$ cat config.mk
export PLATFORM = sky130hd
export DESIGN_NAME = gaus_log_tab_arb
export DESIGN_NICKNAME = d
export VERILOG_FILES = /design/src/rtl/gaus_log_tab_arb.sv
export SDC_FILE = /design/constraint.sdc
export NUM_CORES = 1
export LEC_CHECK = 0
export BUFFER_PORTS_ARGS = -buffer_cell sky130_fd_sc_hd__buf_4
export CORE_UTILIZATION = 46
export CTS_CLUSTER_DIAMETER = 30
export DETAILED_ROUTE_END_ITERATION = 6
export GPL_ROUTABILITY_DRIVEN = 1
export PLACE_DENSITY = 0.77
export SYNTH_ARGS = -nofsm -noshare
export SYNTH_HDL_FRONTEND = slang
export SYNTH_SLANG_ARGS = --single-unit
export TNS_END_PERCENT = 50
$ cat constraint.sdc
create_clock -name iclk -period 1.9 [get_ports iclk]
set_input_delay 0.19 -clock iclk [delete_from_list [all_inputs] [get_ports iclk]]
set_output_delay 0.19 -clock iclk [all_outputs]
set_load 0.02 [all_outputs]
$ cat src/rtl/gaus_log_tab_arb.sv
// Round-robin arbiter sharing the two read ports of gaus_log_tab among pN_REQ lanes.
// A tag pipeline in lock-step with the ROM routes each returned word to its owner.
module gaus_log_tab_arb #(
  parameter int pN_REQ  = 4,
  parameter int pADDR_W = 9,
  parameter int pDAT_W  = 18,
  parameter int pLAT    = 2
) (
  input  logic                      iclk,
  input  logic                      ireset,
  input  logic                      iclkena,
  input  logic [pN_REQ-1:0]         ireq_val,
  input  logic [pN_REQ*pADDR_W-1:0] ireq_addr,
  output logic [pN_REQ-1:0]         oreq_rdy,
  output logic [pADDR_W-1:0]        orom_addr0,
  output logic [pADDR_W-1:0]        orom_addr1,
  input  logic [pDAT_W-1:0]         irom_dat0,
  input  logic [pDAT_W-1:0]         irom_dat1,
  output logic [pN_REQ-1:0]         orsp_val,
  output logic [pN_REQ*pDAT_W-1:0]  orsp_dat,
  output logic                      obusy
);

  localparam int               IDX_W    = (pN_REQ > 1) ? $clog2(pN_REQ) : 1;
  localparam logic [IDX_W:0]   N_EXT    = (IDX_W+1)'(pN_REQ);
  localparam logic [IDX_W-1:0] LAST_IDX = IDX_W'(pN_REQ - 1);

  logic [IDX_W-1:0]   rr_q;
  logic [IDX_W-1:0]   rr_d;
  logic [pADDR_W-1:0] addr_arr_s [pN_REQ];
  logic [IDX_W:0]     sum_s;
  logic [IDX_W-1:0]   idx_s;
  logic               hit_s;
  logic               g0_val_s;
  logic               g1_val_s;
  logic [IDX_W-1:0]   g0_id_s;
  logic [IDX_W-1:0]   g1_id_s;
  logic [IDX_W-1:0]   last_id_s;
  logic [pN_REQ-1:0]  rdy_s;

  logic               tv0_q  [pLAT];
  logic               tv1_q  [pLAT];
  logic [IDX_W-1:0]   tid0_q [pLAT];
  logic [IDX_W-1:0]   tid1_q [pLAT];

  logic [pN_REQ-1:0]  rsp_val_q;
  logic [pDAT_W-1:0]  rsp_dat_q [pN_REQ];
  logic               busy_s;

  for (genvar r = 0; r < pN_REQ; r++) begin : g_lane
    assign addr_arr_s[r]                 = ireq_addr[r*pADDR_W +: pADDR_W];
    assign orsp_dat[r*pDAT_W +: pDAT_W]  = rsp_dat_q[r];
  end

  // Scan lanes from the rr pointer; first active lane takes port0, second takes port1
  always_comb begin
    g0_val_s = 1'b0;
    g0_id_s  = '0;
    g1_val_s = 1'b0;
    g1_id_s  = '0;
    sum_s    = '0;
    idx_s    = '0;
    hit_s    = 1'b0;
    for (int k = 0; k < pN_REQ; k++) begin
      sum_s = {1'b0, rr_q} + (IDX_W+1)'(k);
      idx_s = (sum_s >= N_EXT) ? IDX_W'(sum_s - N_EXT) : sum_s[IDX_W-1:0];
      hit_s = iclkena & ireq_val[idx_s];
      if (hit_s && !g0_val_s) begin
        g0_val_s = 1'b1;
        g0_id_s  = idx_s;
      end else if (hit_s && !g1_val_s) begin
        g1_val_s = 1'b1;
        g1_id_s  = idx_s;
      end else begin
        hit_s = 1'b0;
      end
    end
  end

  // Grant vector, ROM addresses and next rr pointer derived from the two port grants
  always_comb begin
    rdy_s            = '0;
    rdy_s[g0_id_s]   = g0_val_s;
    rdy_s[g1_id_s]   = rdy_s[g1_id_s] | g1_val_s;
    orom_addr0       = g0_val_s ? addr_arr_s[g0_id_s] : '0;
    orom_addr1       = g1_val_s ? addr_arr_s[g1_id_s] : '0;
    last_id_s        = g1_val_s ? g1_id_s : g0_id_s;
    rr_d             = (last_id_s == LAST_IDX) ? '0 : last_id_s + IDX_W'(1);
  end

  assign oreq_rdy = rdy_s;

  // Round-robin pointer: moves just past the last lane granted
  always_ff @(posedge iclk or negedge ireset) begin
    if (!ireset) begin
      rr_q <= '0;
    end else if (iclkena && g0_val_s) begin
      rr_q <= rr_d;
    end
  end

  // Tag pipeline, advancing only with the ROM so tags line up with returned data
  always_ff @(posedge iclk or negedge ireset) begin
    if (!ireset) begin
      for (int s = 0; s < pLAT; s++) begin
        tv0_q[s]  <= 1'b0;
        tv1_q[s]  <= 1'b0;
        tid0_q[s] <= '0;
        tid1_q[s] <= '0;
      end
    end else if (iclkena) begin
      tv0_q[0]  <= g0_val_s;
      tv1_q[0]  <= g1_val_s;
      tid0_q[0] <= g0_id_s;
      tid1_q[0] <= g1_id_s;
      for (int s = 1; s < pLAT; s++) begin
        tv0_q[s]  <= tv0_q[s-1];
        tv1_q[s]  <= tv1_q[s-1];
        tid0_q[s] <= tid0_q[s-1];
        tid1_q[s] <= tid1_q[s-1];
      end
    end
  end

  // Response routing; ids of the two ports never collide, data of idle lanes holds
  always_ff @(posedge iclk or negedge ireset) begin
    if (!ireset) begin
      rsp_val_q <= '0;
      for (int r = 0; r < pN_REQ; r++) begin
        rsp_dat_q[r] <= '0;
      end
    end else if (iclkena) begin
      rsp_val_q <= '0;
      if (tv0_q[pLAT-1]) begin
        rsp_val_q[tid0_q[pLAT-1]] <= 1'b1;
        rsp_dat_q[tid0_q[pLAT-1]] <= irom_dat0;
      end
      if (tv1_q[pLAT-1]) begin
        rsp_val_q[tid1_q[pLAT-1]] <= 1'b1;
        rsp_dat_q[tid1_q[pLAT-1]] <= irom_dat1;
      end
    end
  end

  assign orsp_val = rsp_val_q;

  // Busy while any tag stage holds a valid read
  always_comb begin
    busy_s = 1'b0;
    for (int s = 0; s < pLAT; s++) begin
      busy_s = busy_s | tv0_q[s] | tv1_q[s];
    end
  end

  assign obusy = busy_s;

endmodule

After elaboration in Yosys (flattened, before gate mapping)
Cells that the tools add are included.

Mux-type cells: 65. $add $sub $neg: 8. Shift-type cells: 0. Bitwise operators: 14. Equality and inequality tests: 1. Reductions and logical operators: 17. Divide/modulo/power cells: 0. Multipliers: 0. Magnitude comparators: 22.

Operator list (number): 2-to-1 mux 72 bit (3); bitwise mux 72 bit (2); demux 18 bit (select 2 bit) (2); 2-to-1 mux 9 bit (6); binary-select mux 9 bit (select 2 bit) (2); 2-to-1 mux 18 bit (2); 2-to-1 mux 2 bit (16); < comparator 2 x 3 -> 1 bit (second input constant) (8); greater-or-equal comparator 3 bit (second input constant) (7); 2-to-1 mux 1 bit (19); logical AND 1 bit (12); 2-to-1 mux 4 bit (3); inverter 2 -> 3 bit (4); binary-select mux 1 bit (select 2 bit) (5); demux 1 bit (select 2 bit) (4); greater-or-equal comparator 2 x 1 -> 1 bit (second input constant) (4); subtractor 2 x 1 -> 2 bit (second input constant) (4); adder 2 x 2 -> 3 bit (second input constant) (2); < comparator 3 x 1 -> 1 bit (second input constant) (2); zero test 1 bit (5); AND 1 bit (4); AND 4 bit (1); bitwise mux 4 bit (1); bitwise OR 1 bit (4); 5 further kinds (5).

Bits in latches: 0. Register bits after elaboration: 90. Memory bits (writable): 0. Memories kept: 0. Bits of input ports: 79. Word-level logic and storage cells: 141. Memory bits (read-only): 0. Output and inout port bits: 99.

Longest topological paths before layout
Word-level depth: 24. Mapped depth: 7. Mapped depth without buffers: 5.

Worst setup path after synthesis
No wires, ideal clock.

Path kind: flip-flop to output port. Start: reg rr_q[1]. End: out oreq_rdy[0]. Cell stages (with the launch flop): 7. Slack: -0.221 ns. Arrival: 1.931 ns. Cell sequence: dfrtp_1 > buf_2 > buf_2 > o21a_1 > o21ai_0 > nand4_1 > o21ai_0.

Longest elaborated chain between the ends: 24.

RTL lines: start: declaration (RTL line 28) `logic [IDX_W-1:0] rr_q;`; start signal: assignment (RTL line 98) `rr_q <= rr_d;`; parallel branches: the longest is 23 deep, another holds adder 2 x 1 -> 3 bit; bitwise mux 4 bit (*) (RTL line 84) `rdy_s[g1_id_s] = rdy_s[g1_id_s] | g1_val_s;`; end: declaration (RTL line 14) `output logic [pN_REQ-1:0] oreq_rdy,`.

Every way passes the cells marked *. The select of a mux whose other input is x is not followed.

Worst setup path in the final report
Start: reg rr_q[1]. End: out orom_addr1[0].

Longest elaborated chain between the ends: 22.

RTL lines: parallel branches: the longest is 21 deep, another holds adder 2 x 1 -> 3 bit; 2-to-1 mux 9 bit (*) (RTL line 86) `orom_addr1 = g1_val_s ? addr_arr_s[g1_id_s] : '0;`; end: declaration (RTL line 16) `output logic [pADDR_W-1:0] orom_addr1,`.

Marked as above.

==> results.ini <==
[run_status]
status = complete, but fails checks
violations = design-rule violations, negative setup slack

[pwr]
finalPower_w = 0.0106
sw_frac_of_total = 0.420
p_switching_w = 0.00447
clkPwrFrac = 0.135
p_int_w = 0.00617
power_density_nw_per_um2 = 1430
vdd_ir_drop_max_mv = 0.878
leakagePower_nw = 3.84
pwr-share-comb = 0.554
p_seq_frac = 0.311

[global_route]
grt_use_met3 = 0.0551
grt_pass1_wl_mm = 24.8
grt_max_degree = 44
antenna_found_initial = 0
grt_overflow_total = 0
grt_busiest_layer = met2
grt_util_met1 = 0.322
grtUsageMet2 = 0.494
grt_pass1_vias = 5105
track_usage = 0.277

[critical_path]
slowest_stage = dfrtp_2
r2r-start = rr_q[1]
path_max_fanout = 10
crit_start = rr_q[1]
crit_chain = buf_6 -> nor2b_1 -> o211ai_1 -> a211oi_4 -> buf_12 -> buf_16 -> mux2i_1 -> o22ai_2 -> buf_4
reg2reg_to = rr_q[1]
required_ps = 1710
max_stage_delay_ps = 450
worstSetupPathType = reg2out
r2r_slack_ps = 20
endpoint = orom_addr1[0]
critPathCaptureType = output pin
setup.worst_path.start_class = register
crit_arrival_ps = 2270
reg2reg_depth = 7

[layout]
diodes = 0
area_growth_pct = 45.6
layout.nets = 823
mostFrequentLayoutCells = buf_4, mux2i_1, dfrtp_1
layout-drive-gt1-share = 0.394
final_common_cell = buf_4
fin_area_um2 = 7440
stdcell_count = 889

[floorplanning]
io_pins = 178
core_area_um2 = 10800
initial_core_util = 0.471
die_h_um = 107
fp-row-count = 38
fp.dieW_um = 107
dieArea_um2 = 11500

[synthesis]
synthFlopType = dfrtp_1
synth_area_um2 = 5110
ys_seq_area_frac = 0.441
synth.avg_cell_area_um2 = 9.58
syn-num-nets = 612
yosysWarnings = 0
synth-edff-count = 0
synth_seq_cells = 90
synthArstFlopShare = 1.00
ys_types = 51
netlist_instances = 533

[timing]
tightestPinTransition_ps = 480
finalSetupTns_ps = -11480
relSlewSlack = 0.677
grt_setup_unrepaired = yes
fmaxAchievable_ghz = 0.407
finalMaxSlewViolations = 0
hold_violations = 0
fin_ws_ps = -559
setup_violations = 22
fin_crit_ps = 2460
finalClockSkew_ps = 9.34
timing.final.crit_share = 1.29

[drt]
wire_per_inst_um = 17.7
vias = 5050
vias_per_cell = 5.68
drc = 2
wirelength_mm = 15.7
postRouteAntennaNets = 0
drt_pre_antenna_iters = 7
drt_first_iter_violations = 280

[clock_tree]
max-clock-path-buffers = 2
cts_root_buffer = clkbuf_8
clock-sinks = 90
clkLatencyLatePin_ps = 370
numCtsBuffers = 9
htreeDepth = 3
cts_tree = yes
clk_pin_slew_ps = 90

[placement]
dp_cells = 861
place_area_um2 = 6900
dpl.hpwl_mm = 11.1
gp_congestion = 0.875
post-place-ws_ps = -233
port_buffers = 177

[job]
maxCapViolations = 0

[worst_hold_path]
min_path_type = in2reg

## through the flow
step / utilization / hold slack (ps)
floorplan: - / -106
global placement: 0.636 / 125
detailed placement: 0.636 / 139
CTS: 0.681 / 135
global route: 0.686 / 151
finish: 0.686 / 140
## worst max-delay path: cells and delay by family, from the launching register on
kind	cells	cell delay [ps]
AOI/OAI and AO/OA	3	490
buffers and inverters	4	610
DFF	1	450
muxes	1	230
and+or+nand+nor	1	110
## power by group through the flow
stage / Combinational, W / Clock, W / Sequential (W)
floorplan: 0.00223 / 0 / 0.00412
global placement: 0.00537 / 0 / 0.00328
detailed placement: 0.00550 / 0 / 0.00333
CTS: 0.00583 / 0.00145 / 0.00329
global route: 0.00633 / 0.00154 / 0.00340
finish: 0.00590 / 0.00144 / 0.00330
## routing by layer
layer / share of wire / vias to the layer above
li1: - / 2343
met1: 0.39 / 2426
met2: 0.50 / 238
met3: 0.076 / 43
met4: 0.030 / 0
met5: 0 / -
## final cells by class
class	count	area, µm²
Fill cell	838	3400
Multi-Input combinational cell	384	2780
Sequential cell	90	2250
Timing Repair Buffer	240	1950
Tap cell	140	175
Clock buffer	11	141
Clock inverter	5	77.6
Inverter	19	71.3
## Yosys cell counts (2+ instances only)
library cell,instances,area share
a211oi_1,3,0.0044
nor2b_1,6,0.0073
o41ai_1,2,0.0034
nand2_1,81,0.060
dfrtp_1,90,0.44
o22ai_1,11,0.013
a211o_1,3,0.0051
buf_2,16,0.016
nor2_1,5,0.0037
o21ba_2,2,0.0039
o21a_1,4,0.0059
a31oi_1,2,0.0024
mux2_2,7,0.015
nand3_1,14,0.014
nor3_1,2,0.0020
o221ai_1,9,0.015
nor3b_1,2,0.0029
nand4_1,3,0.0037
o21ai_0,86,0.084
or2_2,2,0.0024
nor4_1,3,0.0037
nand3b_1,4,0.0059
mux2i_1,100,0.20
clkbuf_1,20,0.015
a21oi_1,6,0.0059
buf_6,3,0.0066
a21o_1,5,0.0073
inv_1,19,0.014
## how the worst min path moves through the flow
stage | to | slack [ps] | from | cells past startpoint
4_1_cts | orsp_dat[18] | 140 | irom_dat1[0] | 3
5_1_grt | orsp_dat[50] | 150 | irom_dat1[14] | 3
3_5_place_dp | orsp_dat[3] | 140 | ireset | 1
2_1_floorplan | orsp_dat[0] | -110 | ireset | 0
6_report | orsp_dat[62] | 140 | irom_dat1[8] | 3
3_3_place_gp | orsp_dat[5] | 130 | ireset | 1
## logic make-up (layout without fill, tap and decap cells)
kind of cell               count (synthesis)  in the layout  synth area share
AOI/OAI and AO/OA                        146            146             0.175
adders and majority gates                  2              2           0.00416
buffers and inverters                     60            275            0.0546
DFF                                       90             90             0.441
muxes                                    107            107             0.211
and+or+nand+nor                          128            129             0.114
## flip-flops by register name (all words and copies together), names as in the netlist
name / cells
orsp_dat: 72
orsp_val: 4
tid0_q: 4
tid1_q: 4
rr_q: 2
tv0_q: 2
tv1_q: 2
## what timing repair did
item,CTS,global route
cloned,4,0
endpoints found under the setup margin,22,23
gates resized for setup,32,7
endpoints found under the hold margin,26,0
hold buffers,1,0
pin swaps,14,9
setup buffers,5,2
No activity file was read; power rests on OpenSTA's default activity.
